**src/rtl/execute_dispatch.sv**
```systemverilog
// execute_dispatch: decodes issued instructions into ALU/shifter/memory
// operand bundles and queues them in a small FIFO ahead of the units.
module execute_dispatch #(
  parameter int DATA_W = 32,
  parameter int IMM_W = 16,
  parameter int DEPTH = 4,
  localparam int SHAMT_W = $clog2(DATA_W),
  localparam int CNT_W = $clog2(DEPTH) + 1
) (
  input  logic               clock,
  input  logic               reset,
  input  logic               flush,
  input  logic               in_valid,
  output logic               in_ready,
  input  logic [DATA_W-1:0]  src1,
  input  logic [DATA_W-1:0]  src2,
  input  logic [IMM_W-1:0]   imm,
  input  logic [DATA_W-1:0]  mem_data_read_in,
  input  logic [6:0]         control_in,
  output logic               out_valid,
  input  logic               out_ready,
  output logic [DATA_W-1:0]  aluin1_out,
  output logic [DATA_W-1:0]  aluin2_out,
  output logic [DATA_W-1:0]  mem_data_write_out,
  output logic [SHAMT_W-1:0] shift_number,
  output logic [2:0]         operation_out,
  output logic [2:0]         opselect_out,
  output logic               enable_arith,
  output logic               enable_shift,
  output logic               mem_data_wr_en,
  output logic [CNT_W-1:0]   occupancy,
  output logic [15:0]        issued_count
);

  localparam int PTR_W = $clog2(DEPTH);

  localparam logic [2:0] OP_SHIFT = 3'b000;
  localparam logic [2:0] OP_ARITH = 3'b001;
  localparam logic [2:0] OP_MWR   = 3'b100;
  localparam logic [2:0] OP_MRD   = 3'b101;

  typedef struct packed {
    logic [DATA_W-1:0]  a1;
    logic [DATA_W-1:0]  a2;
    logic [DATA_W-1:0]  wd;
    logic [SHAMT_W-1:0] sh;
    logic [2:0]         op;
    logic [2:0]         os;
    logic               ea;
    logic               es;
    logic               ew;
  } entry_t;

  entry_t             mem [DEPTH];
  entry_t             last_q;
  entry_t             in_e;
  entry_t             head;
  logic [PTR_W-1:0]   wr_ptr;
  logic [PTR_W-1:0]   rd_ptr;
  logic [CNT_W-1:0]   count;
  logic [15:0]        issued_q;
  logic [DATA_W-1:0]  imm_ext;
  logic               push;
  logic               pop;
  logic               sel;
  logic [2:0]         opsel;

  assign in_ready  = count < CNT_W'(DEPTH);
  assign out_valid = count != '0;
  assign push      = in_valid && in_ready;
  assign pop       = out_valid && out_ready;
  assign sel       = control_in[3];
  assign opsel     = control_in[2:0];
  assign imm_ext   = {{(DATA_W-IMM_W+1){imm[IMM_W-1]}},
                      imm[IMM_W-2:0]};

  // Decode the offered instruction into a queue entry
  always_comb begin
    in_e    = '0;
    in_e.a1 = src1;
    in_e.wd = src2;
    in_e.op = control_in[6:4];
    in_e.os = opsel;
    unique case (1'b1)
      opsel == OP_ARITH: begin
        in_e.a2 = sel ? imm_ext : src2;
        in_e.ea = 1'b1;
      end
      opsel == OP_MRD: begin
        in_e.a2 = sel ? mem_data_read_in : '0;
        in_e.ea = sel;
      end
      opsel == OP_SHIFT: begin
        in_e.sh = imm[2] ? src2[SHAMT_W-1:0]
                         : imm[6 +: SHAMT_W];
        in_e.es = 1'b1;
      end
      opsel == OP_MWR: begin
        in_e.ew = sel;
      end
      default: ;
    endcase
  end

  // Entry storage, written at the tail on an accepted push
  always_ff @(posedge clock) begin
    if (!reset && !flush && push) begin
      mem[wr_ptr] <= in_e;
    end
  end

  // Pointers, occupancy, issue counter and last-popped hold
  always_ff @(posedge clock) begin
    if (reset) begin
      wr_ptr   <= '0;
      rd_ptr   <= '0;
      count    <= '0;
      issued_q <= '0;
      last_q   <= '0;
    end else if (flush) begin
      wr_ptr <= '0;
      rd_ptr <= '0;
      count  <= '0;
    end else begin
      if (push) begin
        wr_ptr <= wr_ptr + 1'b1;
      end
      if (pop) begin
        rd_ptr <= rd_ptr + 1'b1;
        last_q <= mem[rd_ptr];
        if (issued_q != 16'hFFFF) begin
          issued_q <= issued_q + 16'd1;
        end
      end
      if (push && !pop) begin
        count <= count + 1'b1;
      end else if (pop && !push) begin
        count <= count - 1'b1;
      end
    end
  end

  // Present the head, or the last popped entry when empty
  always_comb begin
    head = out_valid ? mem[rd_ptr] : last_q;
  end

  assign aluin1_out         = head.a1;
  assign aluin2_out         = head.a2;
  assign mem_data_write_out = head.wd;
  assign shift_number       = head.sh;
  assign operation_out      = head.op;
  assign opselect_out       = head.os;
  assign enable_arith       = head.ea && out_valid;
  assign enable_shift       = head.es && out_valid;
  assign mem_data_wr_en     = head.ew && out_valid;
  assign occupancy          = count;
  assign issued_count       = issued_q;

endmodule

```
**config.mk**
```make
export PLATFORM = sky130hd
export DESIGN_NAME = execute_dispatch
export DESIGN_NICKNAME = d
export VERILOG_FILES = /design/src/rtl/execute_dispatch.sv
export SDC_FILE = /design/constraint.sdc
export NUM_CORES = 1
export LEC_CHECK = 0
export CORE_MARGIN = 4
export CORE_UTILIZATION = 24
export CTS_CLUSTER_DIAMETER = 120
export DETAILED_ROUTE_END_ITERATION = 7
export GPL_TIMING_DRIVEN = 0
export PLACE_DENSITY_LB_ADDON = 0.05
export SLEW_MARGIN = 25
export SYNTH_ARGS = -nofsm -noshare
export SYNTH_HDL_FRONTEND = slang
export SYNTH_SLANG_ARGS = --single-unit
export TNS_END_PERCENT = 10
```
**constraint.sdc**
```tcl
create_clock -name clock -period 5.2 [get_ports clock]
set_input_delay 0.78 -clock clock [delete_from_list [all_inputs] [get_ports clock]]
set_output_delay 0.78 -clock clock [all_outputs]
set_load 0.02 [all_outputs]
```
== Word level (Yosys, flattened, before mapping) ==
Memories as Yosys holds them, arrays and structs flattened. A register that Yosys moved wholly into a read port is not among the register bits.
Index checks and enable logic that the tools add are counted.

* Register bits after elaboration: 133
* Memory bits (writable): 440
* Input port bits: 124
* Output and inout bits: 131
* Memories kept: 1

{| class="wikitable"
|+ Memories
! memory !! words !! bits a word !! rd ports !! clocked after memory_dff !! write ports !! RTL line !! text
|-
| mem || 4 || 110 || 1 || 1 || 1 || 54 || <nowiki>entry_t mem [DEPTH];</nowiki>
|}

* $add $sub $neg: 5
* Order comparisons: 1
* Equal/unequal tests: 4
* Multiplexer cells: 15
* Bitwise operators: 1
* Reduce and logical (&&, ||, !) cells: 19

{| class="wikitable"
|+ Operators by type and width
! kind !! number
|-
| $mux 110 || 1
|-
| $mux 32 || 2
|-
| $pmux 32 s2 || 1
|-
| $add 16x1->16 const B || 1
|-
| $ne 16x16->1 const B || 1
|-
| $mux 5 || 2
|-
| $logic_and 1x1->1 || 9
|-
| $eq 3x3->1 const B || 2
|-
| $mux 3 || 2
|-
| $add 2x1->2 const B || 2
|-
| $logic_not 1->1 || 4
|-
| $mux 1 || 4
|-
| $mux 2 || 2
|-
| $add 3x1->3 const B || 1
|-
| $eq 3x1->1 const B || 1
|-
| $logic_not 3->1 || 1
|-
| $lt 3x3->1 const B || 1
|-
| $reduce_and 3->1 || 1
|-
| $reduce_bool 3->1 || 1
|-
| $sub 3x1->3 const B || 1
|-
| $pmux 1 s2 || 1
|-
| $reduce_and 2->1 || 1
|-
| $reduce_bool 2->1 || 1
|-
| $reduce_or 2->1 || 1
|-
| $not 1->1 || 1
|}

== Logic depth before layout (Yosys ltp) ==
Gate-level depths: netlist (run 1).

* Depth in word-level cells: 6
* Depth in mapped cells: 8
* Mapped depth without buffers: 8

== Worst setup path after synthesis (run 1) ==
OpenSTA, ideal clock, no wires.

* Kind: input to register
* From: input in_valid
* To: memory mem[0][0] in the netlist's numbering (enable)
* Library setup time: 482 ps
* Arrival time: 3759 ps
* Required time: 4718 ps
* Path slack: 959 ps
* Cell stages on the path: 3
* Path through: nor2b_1 clkbuf_1 and3_1

* Longest elaborated chain between the ends: 4

{| class="wikitable"
|+ Ends and longest elaborated chain
! element !! RTL line !! text
|-
| start: declaration || 13 || <nowiki>input logic in_valid,</nowiki>
|-
| $logic_and 1x1->1 || 70 || <nowiki>assign push = in_valid && in_ready;</nowiki>
|-
| $logic_and 1x1->1 || 107 || <nowiki>if (!reset && !flush && push) begin</nowiki>
|-
| $mux 1 || 107 ||
|-
| $mux 1 (implied by the code) || 108 || <nowiki>mem[wr_ptr] <= in_e;</nowiki>
|-
| end: declaration || 54 ||
|}

No other way between the ends.

==> flow_summary_export.csv, run 1 <==
group,metric,value,unit
critical_path,end_kind,"output pin",
sta,maxSlewHeadroom,33.56,%
cts,cts.sinks,572,
synth,muxShareOfSynthArea,17.19,%
synth,synthArstFlopShare,0,%
synth,synthAdderAreaFrac,0.4175,%
layout,finish.utilization,31.36,%
route,post_drt_wl_per_cell,23.59,um
power_and_ir_drop,switching_power,2.800,mW
route,firstDrtPassIters,4,
synth,synthTopCellsByCount,"edfxtp_1, nand2_1, a21oi_1, dfxtp_1, mux4_2",
power_and_ir_drop,p_clk_share,41.7,%
cts,cts_buffer_depth,3,
global_routing,grt_pass1_vias,14380,
critical_path,criticalPathCategory,"reg -> out",
sta,finalClockSkew,0.02458,ns
route,drcViolationCount,0,
synth,ys_ff_latch,572,
place,io_buffers,252,
synth,netlist_top_cells_area,"edfxtp_1, dfxtp_1, mux4_2",
floorplan,fp.dieW,316.1,um
sta,tightestPinTransition,0.9966,ns
synth,synth_edf_count,440,
synth,synth_xor_area_share,0.1923,%
power_and_ir_drop,ir_worst_vdd,0.0001803,V
power_and_ir_drop,power_per_cell_area,382.2,nW/um^2
synth,yosysWarnings,0,
place,dp.cells,2960,
synth,yosysMostFrequentCell,"edfxtp_1",
cts,cts_hold_buffers,0,
power_and_ir_drop,power.internal,8.439,mW
sta,whs,0.4510,ns
synth,yosys.area.top_type_share,58.01,%
floorplan,num_rows,112,
critical_path,crit_fanout,10,
layout,fin_cells,3094,
global_routing,overflow,0,
critical_path,cp.arrival,3.47,ns
cts,tritoncts,"done",
synth,synth_top_family_by_area,"multiplexers",
critical_path,cp.required,4.42,ns
power_and_ir_drop,netSwitchingFraction,24.91,%
synth,yosys.area_share.simple,6.262,%
power_and_ir_drop,p_leak,9.330,nW
sta,fin_crit,4.248,ns
sta,post-route-period-util,81.69,%
power_and_ir_drop,combPwrFrac,13.5,%
synth,syn_area_per_cell,15.81,sq um
min_path,min_path_type,"reg -> reg",
global_routing,antenna_found_initial,6,
cts,cts_made_buffers,71,
place,gp_congestion,0.6972,
outcome,status,"completed",
power_and_ir_drop,seq_power_share,44.8,%
critical_path,start_kind,"register",
cts,post_cts.repair.setup_buffers,0,
route,viasPerCell,4.352,
route,drt-initial-drc-count,787,
sta,setup_viol,0,
synth,syn_inst,1441,
global_routing,grt_pass1_wl,104.5,mm
sta,fmax,235.4,MHz
flow_run,maxCapViolCount,0,
sta,finalHoldViolations,0,
cts,root_buffer,"clkbuf_16",
synth,synth_flop_cell,"edfxtp_1",
floorplan,coreArea,93750,sq um
critical_path,reg2reg_depth,7,
synth,yosysTopAreaCell,"edfxtp_1",
synth,ys_types,49,
min_path,min_path_cells,2,
synth,yosysSeqAreaShare,69.61,%
cts,htreeDepth,3,
layout,nNetsFinal,1910,
floorplan,io_pins,255,
layout,drive_above_1_share,20.92,%
synth,synthesis.nets,1572,
global_routing,grt_max_degree,36,
sta,slew_viol_final,0,
route,routed_wl,72.99,mm
sta,rsz0062_at_grt,"false",
cts,postCtsResizedCells,0,
synth,synth_compound_area_share,4.400,%
route,vias,13470,
cts,path_clk_slew,0.06,ns
cts,clock_latency,0.60,ns
synth,syn_area,22780,sq um
route,antenna_left,0,
floorplan,start_util,24.30,%
layout,syn2layout_area_growth,29.10,%
floorplan,die_y,316.1,um
place,dpl.hpwl,48.16,mm
global_routing,grt_use_total,14.60,%
floorplan,die_area,99900,sq um
[state kept, by name, summed over array words and instances, names as in the netlist, named ones only]
name and flops:
rd_ptr 2, last_q 107, mem 440, wr_ptr 2
occupancy 3, issued_count 16
[area by class of cell]
class	instances	area [sq um]
Clock buffer	103	2031
Multi-Input combinational cell	768	6502
Antenna cell	4	10.01
Tap cell	1254	1569
Sequential cell	572	15860
Buffer	90	401.6
Clock inverter	27	173.9
Timing Repair Buffer	265	2820
Inverter	11	41.29
Fill cell	9227	64350
[worst max-delay path: stages, from the launching register on]
cell and delay [ns]:
dfxtp_1 0.32, clkbuf_2 0.47, clkbuf_1 0.75, mux4_2 0.48, mux2_2 0.29, clkdlybuf4s50_1 0.54
[cell families after synthesis]
logic type,count (synthesis)
flip-flops,572
AND/OR/NAND/NOR,326
multiplexers,240
AO/OA/AOI/OAI,190
buffers and inverters,101
adder cells (fa/ha/maj),7
XOR/XNOR,5
[power by group through the flow]
| stage | combinational, mW | sequential [mW] | clock [mW] |
|---|---|---|---|
| after global routing | 1.63 | 5.04 | 5.09 |
| after floorplan | 0.784 | 5.13 | 0 |
| final | 1.52 | 5.03 | 4.69 |
| after global placement | 1.55 | 5.14 | 0 |
| after CTS | 1.57 | 5.03 | 4.90 |
| after detailed placement | 1.57 | 5.13 | 0 |
[routing by layer]
metal | track usage, % | vias to the layer above | routed length [um]
li1 | - | 6198 | -
met1 | 18.86 | 6893 | 32040
met2 | 24.95 | 283 | 35670
met3 | 3.470 | 87 | 3812
met4 | 3.253 | 4 | 1438
met5 | 0 | - | 27
[through the flow]
step	setup TNS [ns]	worst slack, ns	instance area [sq um]	power (mW)
2_1_floorplan	0	0.9590	22780	5.911
3_3_place_gp	-1477.73	-3.468	26870	6.689
3_5_place_dp	0	1.481	27190	6.694
4_1_cts	0	0.8055	29390	11.51
5_1_grt	0	0.8089	29390	11.75
6_report	0	0.9523	29400	11.24
[placed cells by master, fill, tap and decap left out, types with 5 or more instances in the layout]
master and instances:
mux2i_1 21, clkbuf_16 74, buf_16 5, and2_1 5
nand2_1 255, buf_4 7, clkdlybuf4s50_1 252, clkinv_1 11
ha_1 6, o31ai_1 6, buf_1 8, clkbuf_8 7
mux2_2 108, o21ai_0 35, edfxtp_1 440, buf_12 8
clkinv_2 10, inv_1 9, buf_2 27, mux4_2 110
nor2_1 19, a21oi_1 139, or3_1 5, or4_1 6
dfxtp_1 132, clkbuf_1 67
[final timing paths]
kind                              startpoint        endpoint  slack, ns
worst max-delay path                register  aluin2_out[25]       0.95
worst min-delay path              last_q[30]      last_q[30]       0.45
worst max register to register  occupancy[2]      last_q[38]       2.64
worst min register to register    last_q[30]      last_q[30]       0.45
(Power assumes the default switching activity.)
==> run 2, diff against run 1 <==
==> constraint.sdc (replaced) <==
create_clock -name clock -period 3.4 [get_ports clock]
set_input_delay 0.51 -clock clock [delete_from_list [all_inputs] [get_ports clock]]
set_output_delay 0.51 -clock clock [all_outputs]
set_load 0.02 [all_outputs]
==> flow_summary_export.csv, run 2 (same netlist as run 1, synthesis figures left out) <==
group,metric,value,unit
critical_path,criticalPathCategory,"reg -> out",
floorplan,io_pins,255,
critical_path,end_kind,"output pin",
route,firstDrtPassIters,5,
power_and_ir_drop,netSwitchingFraction,24.40,%
global_routing,grtUsageMet1,18.79,%
sta,post-route-period-util,98.81,%
cts,tritoncts,"done",
layout,syn2layout_area_growth,30.44,%
floorplan,die_area,99900,sq um
sta,slew_viol_final,0,
layout,final_common_cell,"edfxtp_1",
power_and_ir_drop,ir_worst_vdd,0.0002904,V
sta,finalHoldViolations,0,
layout,top_register,"mem",
layout,largest_reg_flops,440,
route,viasPerCell,4.310,
power_and_ir_drop,seq_power_share,43.9,%
critical_path,start_kind,"register",
sta,fmax,297.7,MHz
route,drcViolationCount,0,
sta,finalClockSkew,0.01538,ns
global_routing,grt_max_degree,36,
critical_path,slowest_delay,0.57,ns
power_and_ir_drop,p_leak,9.758,nW
critical_path,cp.arrival,2.85,ns
sta,setup_viol,0,
sta,maxSlewHeadroom,26.52,%
power_and_ir_drop,combPwrFrac,13.1,%
power_and_ir_drop,power.internal,13.26,mW
cts,cts_made_buffers,71,
place,dpl.hpwl,49.04,mm
place,placedInstanceArea,27210,sq um
route,vias,13330,
floorplan,coreArea,93750,sq um
global_routing,overflow,0,
route,post_drt_wl_per_cell,23.35,um
route,antenna_left,0,
global_routing,grt_pass1_wl,103.0,mm
layout,finish.instance_area,29710,sq um
route,routed_wl,72.25,mm
place,post-place-ws,-0.2471,ns
outcome,status,"completed",
floorplan,num_rows,112,
power_and_ir_drop,p_clk_share,43.1,%
cts,cts.sinks,572,
power_and_ir_drop,power_per_cell_area,590.5,nW/um^2
cts,cts_buffer_depth,3,
cts,clock_latency,0.60,ns
floorplan,die_y,316.1,um
global_routing,antenna_found_initial,5,
critical_path,critPathSlowestCell,"mux4_2",
floorplan,start_util,24.30,%
global_routing,grtUsageMet3,3.104,%
global_routing,grt_use_met2,24.51,%
power_and_ir_drop,power,17.54,mW
critical_path,r2r_slack,0.78,ns
floorplan,fp.dieW,316.1,um
sta,fin_crit,3.359,ns
cts,root_buffer,"clkbuf_16",
sta,fin_ws,0.04058,ns
critical_path,crit_fanout,10,
sta,tightestPinTransition,1.102,ns
global_routing,grt_pass1_vias,13930,
layout,drive_above_1_share,22.05,%
power_and_ir_drop,switching_power,4.280,mW
layout,layout_common_cells,"edfxtp_1, nand2_1, clkdlybuf4s50_1",
cts,post_cts.repair.setup_buffers,0,
global_routing,top_usage_layer,"met2",
min_path,min_path_type,"reg -> reg",
place,gp_congestion,0.6917,
route,drt-initial-drc-count,731,
cts,htreeDepth,3,
sta,rsz0062_at_grt,"true",
critical_path,cp_cell_sequence,"clkbuf_16, buf_6, mux4_2, mux2_2, clkdlybuf4s50_1",
place,io_buffers,252,
critical_path,cp.required,2.89,ns
global_routing,grt_use_total,14.38,%
cts,path_clk_slew,0.06,ns
layout,nNetsFinal,1911,
flow_run,maxCapViolCount,0,
[run 2: changes by cell type in the layout (fill, tap and decap cells not counted), moves of 3 or more]
cell and change:
bufinv_16 +4, buf_2 -21, buf_6 +8, buf_4 +14, clkdlybuf4s50_1 -44, buf_8 +3
buf_1 -4, dlygate4sd2_1 +36, clkbuf_1 -15, clkbuf_4 +7, dlymetal6s2s_1 +8
[run 2: layer usage]
metal / vias to the layer above / part of all wire [%]
li1: 6187 / -
met1: 6751 / 44
met2: 303 / 49
met3: 91 / 4.8
met4: 2 / 2.1
met5: - / 0.018
[run 2: worst max-delay path, delay by kind of cell (launching register included)]
| family | cells | cell delay [ns] |
|---|---|---|
| buffers and inverters | 3 | 0.98 |
| muxes | 2 | 0.89 |
| DFF | 1 | 0.36 |
[run 2: power groups by stage]
stage               clock network, mW  registers [mW]  logic (mW)
floorplan                           0            7.84        1.20
global placement                    0            7.85        2.37
detailed placement                  0            7.84        2.38
CTS                              7.84            7.70        2.38
global route                     8.15            7.70        2.46
finish                           7.56            7.70        2.29
[run 2: cell type report]
| class | instances | area [sq um] |
|---|---|---|
| fill | 9227 | 64040 |
| sequential | 572 | 15860 |
| multi-input combinational | 768 | 6502 |
| timing repair buffer | 266 | 2815 |
| clock buffer | 100 | 2061 |
| tap | 1254 | 1569 |
| buffer | 90 | 570.5 |
| clock inverter | 30 | 286.5 |
| inverter | 11 | 41.29 |
| antenna | 3 | 7.507 |
[run 2: final timing paths]
check	start	end	cells after the start
setup reg to reg	occupancy[2]	mem[1][23]	6
hold reg to reg	last_q[91]	last_q[91]	2
setup / recovery	register	aluin2_out[30]	5
hold / removal	last_q[91]	last_q[91]	2
[run 2: repair_timing]
| action | CTS | global route |
|---|---|---|
| hold buffers | 0 | 0 |
| setup endpoints to repair | 111 | 58 |
| gates resized for setup | 103 | 8 |
| gates cloned | 0 | 0 |
[run 2: per-stage QoR]
step / instances / hold WS, ns / TNS (ns) / util, %
2_1_floorplan: 1441 / 0.4338 / -188.35 / -
3_3_place_gp: 2947 / 0.4390 / -1864.05 / 28.66
3_5_place_dp: 2961 / 0.4440 / -11.06 / 29.02
4_1_cts: 3091 / 0.4527 / -0.7732 / 31.66
5_1_grt: 3091 / 0.4694 / -1.774 / 31.68
6_report: 3094 / 0.4506 / 0 / 31.69
==> run 3, diff against run 2 <==
--- a/config.mk
+++ b/config.mk
@@ -6,7 +6,7 @@
 export NUM_CORES = 1
 export LEC_CHECK = 0
 export CORE_MARGIN = 4
-export CORE_UTILIZATION = 24
+export CORE_UTILIZATION = 51
 export CTS_CLUSTER_DIAMETER = 120
 export DETAILED_ROUTE_END_ITERATION = 7
 export GPL_TIMING_DRIVEN = 0
==> flow_summary_export.csv, run 3 (same netlist as run 1, synthesis figures left out) <==
group,metric,value,unit
layout,syn2layout_area_growth,24.95,%
cts,post_cts.repair.setup_buffers,0,
cts,path_clk_slew,0.06,ns
critical_path,reg2reg_depth,5,
cts,cts.sinks,572,
route,vias,13470,
floorplan,io_pins,255,
floorplan,start_util,51.51,%
sta,finalClockSkew,0.009967,ns
sta,finalHoldViolations,0,
route,firstDrtPassIters,5,
critical_path,end_kind,"output pin",
place,dpl.hpwl,36.88,mm
critical_path,criticalPathCategory,"reg -> out",
layout,drive_above_1_share,21.16,%
sta,fin_crit,3.375,ns
power_and_ir_drop,switching_power,3.808,mW
layout,largest_reg_flops,440,
power_and_ir_drop,p_leak,9.642,nW
sta,fmax,296.3,MHz
floorplan,die_area,48110,sq um
sta,tightestPinTransition,0.9608,ns
global_routing,grt_max_degree,41,
power_and_ir_drop,seq_power_share,46.8,%
critical_path,start_kind,"register",
layout,final_common_cell,"edfxtp_1",
sta,maxSlewHeadroom,35.95,%
sta,post-route-period-util,99.25,%
min_path,min_path_cells,2,
floorplan,die_y,219.3,um
route,drcViolationCount,0,
power_and_ir_drop,power,16.43,mW
layout,fin_cells,2403,
floorplan,coreArea,44220,sq um
critical_path,cp.required,2.89,ns
cts,tritoncts,"done",
place,placedInstanceArea,26330,sq um
power_and_ir_drop,power_per_cell_area,577.3,nW/um^2
place,dp.cells,2296,
route,drt-initial-drc-count,1037,
global_routing,grt_pass1_wl,83.98,mm
cts,cts_made_buffers,57,
layout,finish.instance_area,28460,sq um
critical_path,cp.arrival,2.86,ns
floorplan,num_rows,77,
sta,slew_viol_final,0,
flow_run,maxCapViolCount,0,
floorplan,fp.dieW,219.3,um
global_routing,overflow,0,
power_and_ir_drop,combPwrFrac,13.6,%
critical_path,crit_fanout,10,
power_and_ir_drop,ir_worst_vdd,0.0004255,V
power_and_ir_drop,power.internal,12.62,mW
place,gp_congestion,0.7965,
route,antenna_left,0,
route,routed_wl,56.18,mm
cts,cts_buffer_depth,3,
outcome,status,"completed",
global_routing,antenna_found_initial,2,
route,viasPerCell,5.606,
power_and_ir_drop,netSwitchingFraction,23.18,%
sta,setup_viol,0,
global_routing,grt_use_total,23.44,%
place,io_buffers,252,
layout,layout_common_cells,"edfxtp_1, nand2_1, clkdlybuf4s50_1",
cts,root_buffer,"clkbuf_16",
cts,htreeDepth,2,
route,post_drt_wl_per_cell,23.38,um
layout,nNetsFinal,1894,
global_routing,grt_pass1_vias,13880,
cts,clock_latency,0.60,ns
power_and_ir_drop,p_clk_share,39.6,%
layout,top_register,"mem",
sta,rsz0062_at_grt,"true",
min_path,min_path_type,"reg -> reg",
-- run 3: cell count changes in the layout (fill, tap and decap cells not counted), moves of 5 or more --
cell / change
clkbuf_16: -17
dlymetal6s2s_1: +16
clkdlybuf4s50_1: +20
buf_12: -5
dlygate4sd2_1: -36
clkinv_1: -7
buf_2: +6
-- run 3: cell type report --
type / count / area [sq um]
multi-input combinational: 768 / 6502
timing repair buffer: 263 / 2855
clock buffer: 82 / 1633
clock inverter: 24 / 324.1
sequential: 572 / 15860
fill: 3228 / 15760
antenna: 1 / 2.502
buffer: 90 / 503.0
tap: 592 / 740.7
inverter: 11 / 41.29
-- run 3: per-layer routing --
metal / vias up / GRT usage (%) / part of all wire, %
met2: 416 / 38.84 / 49
met5: - / 0 / 0
met1: 6828 / 31.95 / 42
li1: 6142 / - / -
met4: 0 / 6.994 / 2.5
met3: 85 / 4.417 / 6.7
-- run 3: critical path, cell delays in order (launching register included) --
cell and delay [ns]:
dfxtp_1 0.33, clkbuf_8 0.24, buf_4 0.28, mux4_2 0.56, mux2_2 0.31, clkdlybuf4s50_1 0.54
-- run 3: repair_timing --
action | in CTS | in global routing
pin swaps | 0 | 0
resized for setup | 42 | 28
endpoints found under the setup margin | 109 | 94
hold buffers | 0 | 0
-- run 3: power by group through the flow --
stage	clock network (mW)	logic, mW	registers [mW]
floorplan	0	1.20	7.84
global placement	0	2.20	7.84
detailed placement	0	2.23	7.84
CTS	6.63	2.27	7.69
global route	6.94	2.37	7.70
finish	6.51	2.23	7.69
-- run 3: final timing paths --
kind / startpoint / to / slack, ns
hold reg to reg: last_q[83] / last_q[83] / 0.45
setup / recovery: register / mem_data_write_out[5] / 0.03
hold / removal: last_q[83] / last_q[83] / 0.45
setup reg to reg: occupancy[2] / mem[2][15] / 0.90
-- run 3: stage by stage --
| step | hold slack (ns) | setup TNS, ns | setup WS (ns) | util [%] |
|---|---|---|---|---|
| floorplan | 0.4338 | -188.35 | -0.5708 | - |
| global placement | 0.4385 | -1403.99 | -3.799 | 58.89 |
| detailed placement | 0.4439 | -16.24 | -0.1193 | 59.55 |
| CTS | 0.4521 | -0.3365 | -0.03840 | 64.19 |
| global route | 0.4717 | -2.279 | -0.08074 | 64.36 |
| finish | 0.4511 | 0 | 0.02538 | 64.36 |
